## src/rtl/puf_seq_pkg.sv

```systemverilog
// Shared state encoding and default parameters for the PUF response sequencer.
package puf_seq_pkg;

  localparam int unsigned NBITS_DEF       = 8;
  localparam int unsigned SEL_W_DEF       = 4;
  localparam int unsigned SETTLE_CYC_DEF  = 16;
  localparam int unsigned TIMEOUT_CYC_DEF = 32'd1 << 24;

  typedef enum logic [2:0] {
    IDLE,
    SELECT,
    SETTLE,
    RACE,
    DECIDE,
    DONE
  } state_e;

endpackage

```

## src/rtl/sync_2ff.sv

```systemverilog
// Two-flop synchronizer for a single level signal arriving from another clock domain.
module sync_2ff (
  input  logic clk,
  input  logic reset,
  input  logic d,
  output logic q
);

  logic meta_q;
  logic sync_q;

  always_ff @(posedge clk or posedge reset) begin
    if (reset) begin
      meta_q <= 1'b0;
      sync_q <= 1'b0;
    end else begin
      meta_q <= d;
      sync_q <= meta_q;
    end
  end

  assign q = sync_q;

endmodule

```

## src/rtl/puf_response_sequencer.sv

```systemverilog
// Sequences ring-oscillator pair races and assembles one response bit per race, MSB first.
module puf_response_sequencer
  import puf_seq_pkg::*;
#(
  parameter int unsigned NBITS       = NBITS_DEF,
  parameter int unsigned SEL_W       = SEL_W_DEF,
  parameter int unsigned SETTLE_CYC  = SETTLE_CYC_DEF,
  parameter int unsigned TIMEOUT_CYC = TIMEOUT_CYC_DEF
) (
  input  logic             clk,
  input  logic             reset,
  input  logic             start,
  input  logic             fin_a,
  input  logic             fin_b,
  output logic [SEL_W-1:0] sel_a,
  output logic [SEL_W-1:0] sel_b,
  output logic             cnt_clear,
  output logic             cnt_enable,
  output logic [NBITS-1:0] response,
  output logic             valid,
  output logic             busy,
  output logic             timeout_err,
  output logic             tie_seen
);

  localparam int unsigned IDX_W = (NBITS > 1) ? $clog2(NBITS) : 1;
  localparam int unsigned TO_W  = $clog2(TIMEOUT_CYC + 1);
  localparam int unsigned ST_W  = $clog2(SETTLE_CYC + 1);

  logic fin_a_s;
  logic fin_b_s;

  sync_2ff u_sync_a (.clk(clk), .reset(reset), .d(fin_a), .q(fin_a_s));
  sync_2ff u_sync_b (.clk(clk), .reset(reset), .d(fin_b), .q(fin_b_s));

  state_e             state_q,      state_d;
  logic [IDX_W-1:0]   idx_q,        idx_d;
  logic [ST_W-1:0]    settle_cnt_q, settle_cnt_d;
  logic [TO_W-1:0]    to_cnt_q,     to_cnt_d;
  logic               race_a_q,     race_a_d;
  logic               race_b_q,     race_b_d;
  logic [SEL_W-1:0]   sel_a_q,      sel_a_d;
  logic [SEL_W-1:0]   sel_b_q,      sel_b_d;
  logic               cnt_clear_q,  cnt_clear_d;
  logic               cnt_enable_q, cnt_enable_d;
  logic [NBITS-1:0]   response_q,   response_d;
  logic               valid_q,      valid_d;
  logic               busy_q,       busy_d;
  logic               to_err_q,     to_err_d;
  logic               tie_q,        tie_d;

  // Next-state and registered-output logic; outputs are derived from state_d so they align with the state.
  always_comb begin
    state_d      = state_q;
    idx_d        = idx_q;
    settle_cnt_d = settle_cnt_q;
    to_cnt_d     = to_cnt_q;
    race_a_d     = race_a_q;
    race_b_d     = race_b_q;
    sel_a_d      = sel_a_q;
    sel_b_d      = sel_b_q;
    response_d   = response_q;
    valid_d      = valid_q;
    to_err_d     = to_err_q;
    tie_d        = tie_q;

    case (state_q)
      IDLE: begin
        if (start) begin
          state_d    = SELECT;
          idx_d      = '0;
          response_d = '0;
          valid_d    = 1'b0;
          to_err_d   = 1'b0;
          tie_d      = 1'b0;
        end
      end
      SELECT: begin
        state_d      = SETTLE;
        settle_cnt_d = '0;
      end
      SETTLE: begin
        if (settle_cnt_q == ST_W'(SETTLE_CYC - 1)) begin
          state_d  = RACE;
          to_cnt_d = '0;
        end else begin
          settle_cnt_d = settle_cnt_q + ST_W'(1);
        end
      end
      RACE: begin
        if (fin_a_s || fin_b_s) begin
          state_d  = DECIDE;
          race_a_d = fin_a_s;
          race_b_d = fin_b_s;
        end else if (to_cnt_q == TO_W'(TIMEOUT_CYC - 1)) begin
          state_d  = DONE;
          to_err_d = 1'b1;
        end else begin
          to_cnt_d = to_cnt_q + TO_W'(1);
        end
      end
      DECIDE: begin
        // A tie resolves to 0 and is flagged.
        response_d = NBITS'({response_q, race_a_q & ~race_b_q});
        if (race_a_q && race_b_q) begin
          tie_d = 1'b1;
        end
        if (idx_q == IDX_W'(NBITS - 1)) begin
          state_d = DONE;
          valid_d = 1'b1;
        end else begin
          idx_d   = idx_q + IDX_W'(1);
          state_d = SELECT;
        end
      end
      DONE: begin
        state_d = IDLE;
      end
      default: begin
        state_d = IDLE;
      end
    endcase

    if (state_d == SELECT) begin
      sel_a_d = SEL_W'({idx_d, 1'b0});
      sel_b_d = SEL_W'({idx_d, 1'b1});
    end
    cnt_clear_d  = (state_d == SELECT);
    cnt_enable_d = (state_d == RACE);
    busy_d       = !(state_d inside {IDLE, DONE});
  end

  always_ff @(posedge clk or posedge reset) begin
    if (reset) begin
      state_q      <= IDLE;
      idx_q        <= '0;
      settle_cnt_q <= '0;
      to_cnt_q     <= '0;
      race_a_q     <= 1'b0;
      race_b_q     <= 1'b0;
      sel_a_q      <= '0;
      sel_b_q      <= '0;
      cnt_clear_q  <= 1'b0;
      cnt_enable_q <= 1'b0;
      response_q   <= '0;
      valid_q      <= 1'b0;
      busy_q       <= 1'b0;
      to_err_q     <= 1'b0;
      tie_q        <= 1'b0;
    end else begin
      state_q      <= state_d;
      idx_q        <= idx_d;
      settle_cnt_q <= settle_cnt_d;
      to_cnt_q     <= to_cnt_d;
      race_a_q     <= race_a_d;
      race_b_q     <= race_b_d;
      sel_a_q      <= sel_a_d;
      sel_b_q      <= sel_b_d;
      cnt_clear_q  <= cnt_clear_d;
      cnt_enable_q <= cnt_enable_d;
      response_q   <= response_d;
      valid_q      <= valid_d;
      busy_q       <= busy_d;
      to_err_q     <= to_err_d;
      tie_q        <= tie_d;
    end
  end

  assign sel_a       = sel_a_q;
  assign sel_b       = sel_b_q;
  assign cnt_clear   = cnt_clear_q;
  assign cnt_enable  = cnt_enable_q;
  assign response    = response_q;
  assign valid       = valid_q;
  assign busy        = busy_q;
  assign timeout_err = to_err_q;
  assign tie_seen    = tie_q;

endmodule

```

## config.mk

```make
export PLATFORM = sky130hd
export DESIGN_NAME = puf_response_sequencer
export DESIGN_NICKNAME = d
export VERILOG_FILES = /design/src/rtl/puf_seq_pkg.sv /design/src/rtl/sync_2ff.sv /design/src/rtl/puf_response_sequencer.sv
export SDC_FILE = /design/constraint.sdc
export NUM_CORES = 1
export LEC_CHECK = 0
export CAP_MARGIN = 20
export CORE_ASPECT_RATIO = 1.75
export CORE_MARGIN = 2
export CORE_UTILIZATION = 50
export CTS_CLUSTER_SIZE = 16
export DETAILED_ROUTE_END_ITERATION = 10
export PLACE_DENSITY_LB_ADDON = 0.08
export REMOVE_ABC_BUFFERS = 1
export SLEW_MARGIN = 5
export SYNTH_ARGS = -nofsm -noshare
export SYNTH_HDL_FRONTEND = slang
export SYNTH_HIERARCHICAL = 1
export SYNTH_SLANG_ARGS = --single-unit
```

## constraint.sdc

```tcl
create_clock -name clk -period 6.95 [get_ports clk]
set_input_delay 0.695 -clock clk [delete_from_list [all_inputs] [get_ports clk]]
set_output_delay 0.695 -clock clk [all_outputs]
set_load 0.01 [all_outputs]
```

* After elaboration in Yosys (flattened, before gate mapping)
Cells that the tools add are included.
** Word-level totals
- Output and inout bits :: 22
- Register bits :: 63
- Logic and storage cells :: 84
** Cells by class
- Eq/ne operators :: 18
- Muxes and demuxes :: 25
- $add $sub $neg :: 3
- Bitwise logic cells :: 2
- Reductions and logical operators :: 17
** Operators by type and width (number)
- $mux W25 :: 3
- $pmux W25 S2 :: 1
- $add A25 B1 Y25 const B :: 1
- $eq A25 B24 Y1 const B :: 1
- $mux W3 :: 7
- $ne A2 B2 Y1 const B :: 8
- $pmux W8 S2 :: 1
- $pmux W3 S5 :: 1
- $pmux W5 S2 :: 1
- $reduce_bool A2 Y1 :: 5
- $eq A3 B2 Y1 const B :: 3
- $eq A3 B3 Y1 const B :: 3
- $mux W8 :: 1
- $reduce_and A4 Y1 :: 2
- $eq A3 B1 Y1 const B :: 2
- $logic_not A3 Y1 :: 2
- $pmux W1 S2 :: 3
- $pmux W3 S2 :: 1
- $reduce_and A2 Y1 :: 3
- $reduce_and A3 Y1 :: 2
- $add A5 B1 Y5 const B :: 1
- $eq A5 B4 Y1 const B :: 1
- $mux W1 :: 5
- $mux W5 :: 1
- 6 further kinds :: 6

* Depth between registers and ports, before layout
Gate-level depths: netlist (run 1).
- Word-level depth :: 7
- Depth in mapped cells :: 9

* By module
The synthesis (run 1) kept the hierarchy.
** By module, submodules not included
- puf_response_sequencer :: times used 1, area an instance 2880.3 µm², cells each 287, seq. area each 1401.3 µm²
- sync_2ff :: times used 2, area an instance 53.8 µm², cells each 3, seq. area each 50.0 µm²

* Least setup slack after synthesis (run 1)
Ideal clock, no wire load.
- Kind :: flip-flop to flip-flop
- From :: reg settle_cnt_q[0]
- To :: reg to_cnt_q[15]
- Stages on the path, launching flop included :: 9
- Library setup time :: 0.123 ns
- Setup slack :: 4.658 ns
- Arrival time :: 2.169 ns
- Period minus slack after synthesis :: 2.292 ns
- Data required time :: 6.827 ns
- Path through :: dfrtp_1 -> ha_1 -> and3_1 -> ha_1 -> and2b_1 -> o2111ai_4 -> a2111oi_4 -> nand3_1 -> mux2i_1
** On the way
- Longest elaborated chain between the ends :: 3
** RTL lines
- from (decl) :: line puf_response_sequencer.sv:38 : logic [ST_W-1:0] settle_cnt_q, settle_cnt_d;
- from (signal assigned) :: line puf_response_sequencer.sv:153 : settle_cnt_q <= settle_cnt_d;
- $eq A5 B4 Y1 :: line puf_response_sequencer.sv:83 : if (settle_cnt_q == ST_W'(SETTLE_CYC - 1)) begin
- $ne A2 B2 Y1 (no source line)
- $reduce_and A4 Y1 (no source line)
- to (signal assigned) :: line puf_response_sequencer.sv:154 : to_cnt_q <= to_cnt_d;
- to (decl) :: line puf_response_sequencer.sv:39 : logic [TO_W-1:0] to_cnt_q, to_cnt_d;
No other way between the ends.
A chain may end at the register's enable or synchronous reset.

* Worst setup path after layout (run 1)
Same ends and word-level chain as after synthesis.

==> impl_results.rst, run 1 <==
.. list-table::
   :header-rows: 1

   * - Metric
     - Value
   * - Outcome
     - complete, no violations
   * - Headroom to the max-slew limit
     - 0.494
   * - Share of post-route cells with drive strength above 1
     - 0.105
   * - Number of warnings issued by yosys
     - 6
   * - Fin worst setup slack
     - 4.29 ns
   * - Switching power share of the total
     - 0.324
   * - Site Rows
     - 37
   * - Power density over the cells
     - 287 nW/µm²
   * - Portion of the clock cycle consumed by the worst path in the final layout
     - 0.383
   * - EDFF count, synth
     - 0
   * - Count of unresolved DRC violations after routing
     - 0
   * - Largest net degree at the start of global routing
     - 57
   * - CTS tree
     - built
   * - Proportion of power drawn by the clock network
     - 0.308
   * - Total routing usage reported by global routing
     - 0.212
   * - Peak fanout along the critical path
     - 9
   * - Number of iterations in the first detailed-routing pass
     - 4
   * - Final setup fails
     - 0
   * - Portion of the post-synthesis area used by sequential elements
     - 0.503
   * - Area of the multi-input gates
     - 1380 µm²
   * - Worst Max-Slew Pin Slew
     - 0.753 ns
   * - Per-cell via count in the routed design
     - 5.68
   * - Setup Skew
     - around 0.0085 ns
   * - Hold-fix buffers at CTS
     - 0
   * - Setup Buffers After CTS
     - 0
   * - Synthesized area per cell
     - 10.2 µm²
   * - Type of the worst min-delay path
     - reg -> reg
   * - Worst setup SP type
     - flip-flop
   * - DR vias
     - 2,282
   * - Weighted congestion reported at the end of routability-driven placement
     - 0.791
   * - Global-route wire length before repair
     - about 11 mm
   * - Cell at the root of the clock tree
     - sky130_fd_sc_hd__clkbuf_8
   * - I/O pin count
     - 27
   * - Number of H-tree levels
     - 3
   * - Share of total power in combinational logic
     - 0.233
   * - Wirelength per Cell
     - roughly 16 µm
   * - Crit path capture type
     - flip-flop
   * - Number of fill cells
     - ~530
   * - Cell area after technology mapping
     - 2990 µm²
   * - Die width
     - 62.4 µm
   * - Final cell area excluding filler cells
     - approximately 3500 µm²
   * - Maximum clock path buffer count
     - 2
   * - Time the worst path needs with I/O delays and setup
     - 2.66 ns
   * - Number of buffers added by the clock tree synthesis step
     - 9
   * - Initial Utilization
     - 0.512
   * - Kind of critical path
     - reg -> reg
   * - Number of antenna violations at the first check in global routing
     - 0
   * - CTS sink cnt
     - 60
   * - Async SR Flop Fraction
     - 1.00
   * - Seq cells post-synth
     - 60
   * - Clock edge transition at the registers on the reported setup and hold paths
     - 0.07 ns
   * - Synth cell types
     - 57
   * - Cell area reported after detailed placement
     - 3300 µm²
   * - Overflow left after global routing
     - 0
   * - IR Drop Worst-Case VDD
     - about 0.17 mV
   * - Placed Instances
     - 387
   * - Iteration-0 DRC Markers
     - 181
   * - Number of instances in the synthesized netlist
     - 293
   * - Count of buffers inserted at the top-level ports
     - 25
   * - Area used by sequential logic in the layout
     - 1500 µm²
   * - Area growth, synth to finish
     - 16.7%
   * - Net load switching power
     - 324 µW
   * - Post-CTS Resized
     - 0
   * - Static power due to leakage
     - around 0.0015 µW
   * - RSZ-0062 raised after global routing
     - false
   * - Slew Limit Fails
     - 0
   * - Final instance count without filler cells
     - between 400 and 500
   * - Source-to-sink clock delay at the later pin of the worst-skew pair
     - between 0.3 and 0.4 ns
   * - Number of diodes added for antenna fixing
     - 0
   * - Sequential fraction of design power
     - 0.459
   * - Most common cell after layout, fill and taps aside
     - sky130_fd_sc_hd__dfrtp_1
   * - Final-stage net count
     - 329
   * - Arrival time reported for the critical path endpoint
     - 2.89 ns
   * - Final Hold Vio Count
     - 0
   * - Fmax
     - 376 MHz
   * - Die boundary height
     - 106 µm
   * - Flip-flop cell with the highest count after synthesis
     - sky130_fd_sc_hd__dfrtp_1
   * - Number of global-route vias before repair
     - 2,250
   * - Core area
     - around 5800 µm²
   * - Commonest cells after routing, fill and taps aside
     - sky130_fd_sc_hd__dfrtp_1, sky130_fd_sc_hd__nand2_1, sky130_fd_sc_hd__clkdlybuf4s50_1
   * - Required time of the worst setup path
     - about 7 ns
   * - Wire length reported by the detailed router
     - 6.43 mm
   * - Fin Setup TNS
     - 0 ns
   * - Overall die area
     - 6630 µm²
   * - Pre-CTS setup slack
     - 4.33 ns
   * - Count of antenna-violating nets left after detailed routing
     - 0
   * - Internal power component
     - 676 µW
   * - # Max-Cap Violations
     - 0
   * - DPL Wire Length
     - 4.43 mm
==> path summary, 6_finish.rpt <==
kind	start	to	slack, ns	cells after the start
worst max-delay path	settle_cnt_q[0]	to_cnt_q[15]	4.29	8
worst min-delay path	u_sync_a/meta_q	u_sync_a/q	0.35	0
worst max register to register	settle_cnt_q[0]	to_cnt_q[15]	4.29	8
worst min register to register	u_sync_a/meta_q	u_sync_a/q	0.35	0
max in group asynchronous	reset	to_cnt_q[1]	5.53	3
min in group asynchronous	reset	u_sync_a/meta_q	0.58	2
==> worst max-delay path, cell delays in order, from the launching register on <==
cell and delay [ns]:
sky130_fd_sc_hd__dfrtp_1 0.42, sky130_fd_sc_hd__ha_1 0.22, sky130_fd_sc_hd__and3_1 0.18, sky130_fd_sc_hd__ha_1 0.25, sky130_fd_sc_hd__and2b_1 0.28, sky130_fd_sc_hd__o2111ai_4 0.22
sky130_fd_sc_hd__a2111oi_4 0.65, sky130_fd_sc_hd__nand3_1 0.18, sky130_fd_sc_hd__mux2i_1 0.15
==> registers in the layout (all words and copies together) (netlist names), 3 cells and up <==
register,count
state_q,3
to_cnt_q,25
idx_q,3
settle_cnt_q,5
response,8
sel_b,4
==> area by class of cell <==
type | count | share of cell area
multi-input combinational | 209 | 0.396
inverter | 12 | 0.0129
clock inverter | 5 | 0.0151
tap | 78 | 0.0280
sequential | 60 | 0.431
timing repair buffer | 28 | 0.0782
clock buffer | 10 | 0.0395
==> power by group through the flow <==
stage | clock network (µW) | registers (µW) | logic [µW]
after global routing | 326 | 469 | 262
after detailed placement | 0 | 464 | 233
after floorplan | 0 | 460 | 139
after global placement | 0 | 462 | 229
final | 307 | 459 | 233
after CTS | 316 | 459 | 235
==> cells by family (layout without fill, tap and decap cells) <==
logic type                 count (synthesis)  in the layout  synth area share
and+or+nand+nor                          120            120             0.216
AOI/OAI and AO/OA                         72             72             0.190
DFF                                       60             60             0.503
buffers and inverters                     24             55            0.0360
xor gates and xnor gates                   8              8            0.0235
adders and majority gates                  4              4            0.0168
muxes                                      4              4            0.0138
other                                      1              1           0.00126
==> synthesized netlist by cell type (4+ instances only) <==
master                     instances  share of area
sky130_fd_sc_hd__o21ai_0          13          0.022
sky130_fd_sc_hd__dfrtp_1          60           0.50
sky130_fd_sc_hd__and4_1            4          0.012
sky130_fd_sc_hd__a22o_1            7          0.021
sky130_fd_sc_hd__and3_1            6          0.013
sky130_fd_sc_hd__ha_1              4          0.017
sky130_fd_sc_hd__nand2_1          40          0.050
sky130_fd_sc_hd__a21oi_1          17          0.028
sky130_fd_sc_hd__nand3b_1          4          0.010
sky130_fd_sc_hd__xnor2_1           8          0.023
sky130_fd_sc_hd__nor2_1           20          0.025
sky130_fd_sc_hd__a32o_1            4          0.013
sky130_fd_sc_hd__inv_1            11          0.014
sky130_fd_sc_hd__nand2b_1          5          0.010
sky130_fd_sc_hd__nand3_1          13          0.022
sky130_fd_sc_hd__buf_4             4          0.010
sky130_fd_sc_hd__clkbuf_1          5         0.0063
sky130_fd_sc_hd__nor3_1            8          0.013
==> metal layers <==
metal,track usage,up-vias,share of wire
met5,0,-,0
met4,0.102,0,0.021
met3,0.0413,12,0.033
met2,0.386,46,0.55
met1,0.231,1111,0.40
li1,-,1113,-
==> stage by stage <==
step | hold slack [ns] | total power (µW) | util
CTS | 0.351 | 1010 | 0.598
detailed placement | 0.336 | 698 | 0.565
global placement | 0.334 | 691 | 0.565
finish | 0.350 | 999 | 0.598
floorplan | 0.331 | 599 | -
global route | 0.357 | 1060 | 0.598
Note: power is estimated with default switching activity, not from simulation.
==> run 2: changes to the inputs <==
==> constraint.sdc (replaced) <==
create_clock -name clk -period 2.7 [get_ports clk]
set_input_delay 0.27 -clock clk [delete_from_list [all_inputs] [get_ports clk]]
set_output_delay 0.27 -clock clk [all_outputs]
set_load 0.01 [all_outputs]
==> run 2 against run 1 <==
Critical path depth rose by 1. Total power rose to 2.6 times the previous value. Core utilization rose by 1.1 points. Via count rose by 1.9%. Cell count rose by 1.2%. Setup slack got worse by 4.0 ns. Clock skew fell by 0.0021 ns. Global-route usage fell by 0.16 points. Die area did not move. Critical path type unchanged.
==> impl_results.rst, run 2 (same netlist as run 1, synthesis figures left out) <==
.. list-table::
   :header-rows: 1

   * - Metric
     - Value
   * - Proportion of power drawn by the clock network
     - 0.316 (was 0.308)
   * - Flip-flop count of the largest register after layout
     - 25 (unchanged)
   * - Setup Buffers After CTS
     - 0 (unchanged)
   * - RSZ-0062 raised after global routing
     - false (unchanged)
   * - Arrival time reported for the critical path endpoint
     - 2.69 ns (was 2.89 ns)
   * - Start of the worst register-to-register path
     - settle_cnt_q[0] (unchanged)
   * - Headroom to the max-slew limit
     - 0.496 (was 0.494)
   * - Overflow left after global routing
     - 0 (unchanged)
   * - Time the worst path needs with I/O delays and setup
     - 2.46 ns (was 2.66 ns)
   * - Worst setup SP type
     - flip-flop (unchanged)
   * - Post-CTS Resized
     - 0 (unchanged)
   * - Fin Setup TNS
     - 0 ns (unchanged)
   * - Largest net degree at the start of global routing
     - 35 (was 57)
   * - Cell repeated most along the worst path
     - sky130_fd_sc_hd__ha_1 (unchanged)
   * - Site Rows
     - 37 (unchanged)
   * - Number of diodes added for antenna fixing
     - 0 (unchanged)
   * - Most common cell after layout, fill and taps aside
     - sky130_fd_sc_hd__dfrtp_1 (unchanged)
   * - Cell with the largest stage delay on the worst path
     - sky130_fd_sc_hd__dfrtp_1 (was sky130_fd_sc_hd__a2111oi_4)
   * - Count of antenna-violating nets left after detailed routing
     - 0 (unchanged)
   * - Number of H-tree levels
     - 3 (unchanged)
   * - Switching power share of the total
     - 0.310 (was 0.324)
   * - Clock edge transition at the registers on the reported setup and hold paths
     - 0.06 ns (was 0.07 ns)
   * - Register-to-register setup slack
     - 0.24 ns (was 4.29 ns)
   * - Global-route wire length before repair
     - 10.7 mm (was 10.9 mm)
   * - Share of total power in combinational logic
     - 0.242 (was 0.233)
   * - Register bank with the most flops
     - to_cnt_q (unchanged)
   * - I/O pin count
     - 27 (unchanged)
   * - Critical path cell sequence
     - ha_1, and3_1, ha_1, and2b_1, o2111ai_4, a2111oi_4, buf_4, nand3_1, mux2i_1 (was ha_1, and3_1, ha_1, and2b_1, o2111ai_4, a2111oi_4, nand3_1, mux2i_1)
   * - Count of unresolved DRC violations after routing
     - 0 (unchanged)
   * - Type of the worst min-delay path
     - in -> async (was reg -> reg)
   * - Count of buffers inserted at the top-level ports
     - 25 (unchanged)
   * - Share of post-route cells with drive strength above 1
     - 0.112 (was 0.105)
   * - Overall die area
     - 6630 µm² (unchanged)
   * - Outcome
     - complete, no violations (unchanged)
   * - Final hold slack
     - 0.146 ns (was 0.350 ns)
   * - Final Hold Vio Count
     - 0 (unchanged)
   * - Wirelength per Cell
     - 15.5 µm (was 16.0 µm)
   * - Internal power component
     - 1810 µW (was 676 µW)
   * - Maximum clock path buffer count
     - 2 (unchanged)
   * - Initial Utilization
     - 0.512 (unchanged)
   * - Number of global-route vias before repair
     - 2,221 (was 2,250)
   * - Hold-fix buffers at CTS
     - 0 (unchanged)
   * - Per-cell via count in the routed design
     - 5.71 (was 5.68)
   * - Required time of the worst setup path
     - 2.93 ns (was 7.18 ns)
   * - Static power due to leakage
     - 0.00153 µW (was 0.00150 µW)
   * - Die width
     - 62.4 µm (unchanged)
   * - Core area
     - 5830 µm² (unchanged)
   * - Crit path capture type
     - flip-flop (unchanged)
   * - Number of iterations in the first detailed-routing pass
     - 6 (was 4)
   * - Peak fanout along the critical path
     - 9 (unchanged)
   * - Endpoint of the most critical register-to-register path
     - to_cnt_q[15] (unchanged)
   * - Weighted congestion reported at the end of routability-driven placement
     - 0.865 (was 0.791)
   * - Slew Limit Fails
     - 0 (unchanged)
   * - Placed Instances
     - 392 (was 387)
   * - DPL Wire Length
     - 4.62 mm (was 4.43 mm)
   * - Count of cells along the worst register-to-register path
     - 9 (was 8)
   * - Wire length reported by the detailed router
     - 6.29 mm (was 6.43 mm)
   * - Buffering stage count on the worst path with inverters included
     - 1 (was 0)
   * - Final instance count without filler cells
     - 407 (was 402)
   * - # Max-Cap Violations
     - 0 (unchanged)
   * - Area growth, synth to finish
     - 18.8% (was 16.7%)
   * - Total Power
     - 2620 µW (was 999 µW)
   * - IR Drop Worst-Case VDD
     - 0.362 mV (was 0.174 mV)
   * - Net load switching power
     - 814 µW (was 324 µW)
   * - DR vias
     - 2,325 (was 2,282)
   * - Source-to-sink clock delay at the later pin of the worst-skew pair
     - 0.34 ns (about the same)
   * - Family of cells with the greatest summed delay on the critical path
     - compound AO/OA/AOI/OAI gates (unchanged)
   * - CTS sink cnt
     - 60 (unchanged)
   * - Portion of the clock cycle consumed by the worst path in the final layout
     - 0.909 (was 0.383)
   * - Setup Skew
     - 0.00639 ns (was 0.00853 ns)
   * - Sequential fraction of design power
     - 0.442 (was 0.459)
   * - Kind of critical path
     - reg -> reg (unchanged)
   * - Worst Max-Slew Pin Slew
     - 0.751 ns (was 0.753 ns)
   * - Number of buffers added by the clock tree synthesis step
     - 9 (unchanged)
   * - Number of antenna violations at the first check in global routing
     - 0 (unchanged)
   * - Cell at the root of the clock tree
     - sky130_fd_sc_hd__clkbuf_8 (unchanged)
   * - CTS tree
     - built (unchanged)
   * - Final-stage net count
     - 334 (was 329)
   * - Commonest cells after routing, fill and taps aside
     - sky130_fd_sc_hd__dfrtp_1, sky130_fd_sc_hd__nand2_1, sky130_fd_sc_hd__clkdlybuf4s50_1 (unchanged)
   * - Final setup fails
     - 0 (unchanged)
   * - Total routing usage reported by global routing
     - 0.210 (was 0.212)
   * - Die boundary height
     - 106 µm (unchanged)
   * - Iteration-0 DRC Markers
     - 99 (was 181)
   * - Power density over the cells
     - 739 nW/µm² (was 287 nW/µm²)
   * - Slowest stage delay, CP
     - 0.41 ns (was 0.65 ns)
   * - Fmax
     - 407 MHz (was 376 MHz)
==> run 2: area by class of cell <==
cell class,count,area (µm²)
flip-flops and latches,60,1500
clock buffers,14,173
inverters,12,45.0
repair buffers,33,323
fillers,515,2280
multi-input cells,209,1380
clock inverters,1,30.0
well taps,78,97.6
==> run 2: power groups by stage <==
stage          clock network [µW]  registers [µW]  logic, µW
3_5_place_dp                    0            1180        642
4_1_cts                       851            1160        643
6_report                      828            1160        635
3_3_place_gp                    0            1170        623
2_1_floorplan                   0            1180        359
5_1_grt                       894            1180        705
==> run 2: per-stage QoR <==
step | cell area (µm²) | utilization | worst slack, ns
final | 3550 | 0.608 | 0.245
after CTS | 3550 | 0.608 | 0.260
after detailed placement | 3350 | 0.574 | 0.266
after global placement | 3350 | 0.574 | 0.349
after floorplan | 2930 | - | 0.364
after global routing | 3550 | 0.608 | 0.0915
==> run 2: how the worst max path moves through the flow <==
stage,cells past startpoint,slack (ns),endpoint,from
after floorplan,6,0.36,to_cnt_q[15],to_cnt_q[0]
after global placement,9,0.35,to_cnt_q[15],settle_cnt_q[0]
after detailed placement,9,0.27,to_cnt_q[15],settle_cnt_q[0]
after CTS,9,0.26,to_cnt_q[15],settle_cnt_q[0]
after global routing,9,0.09,to_cnt_q[15],settle_cnt_q[0]
final,9,0.24,to_cnt_q[15],settle_cnt_q[0]
==> run 2: metal layers <==
metal | vias up | track usage | part of all wire
met1 | 1133 | 0.225 | 0.39
met5 | - | 0 | 0
met4 | 0 | 0.111 | 0.034
met3 | 16 | 0.0614 | 0.033
li1 | 1126 | - | -
met2 | 50 | 0.369 | 0.54
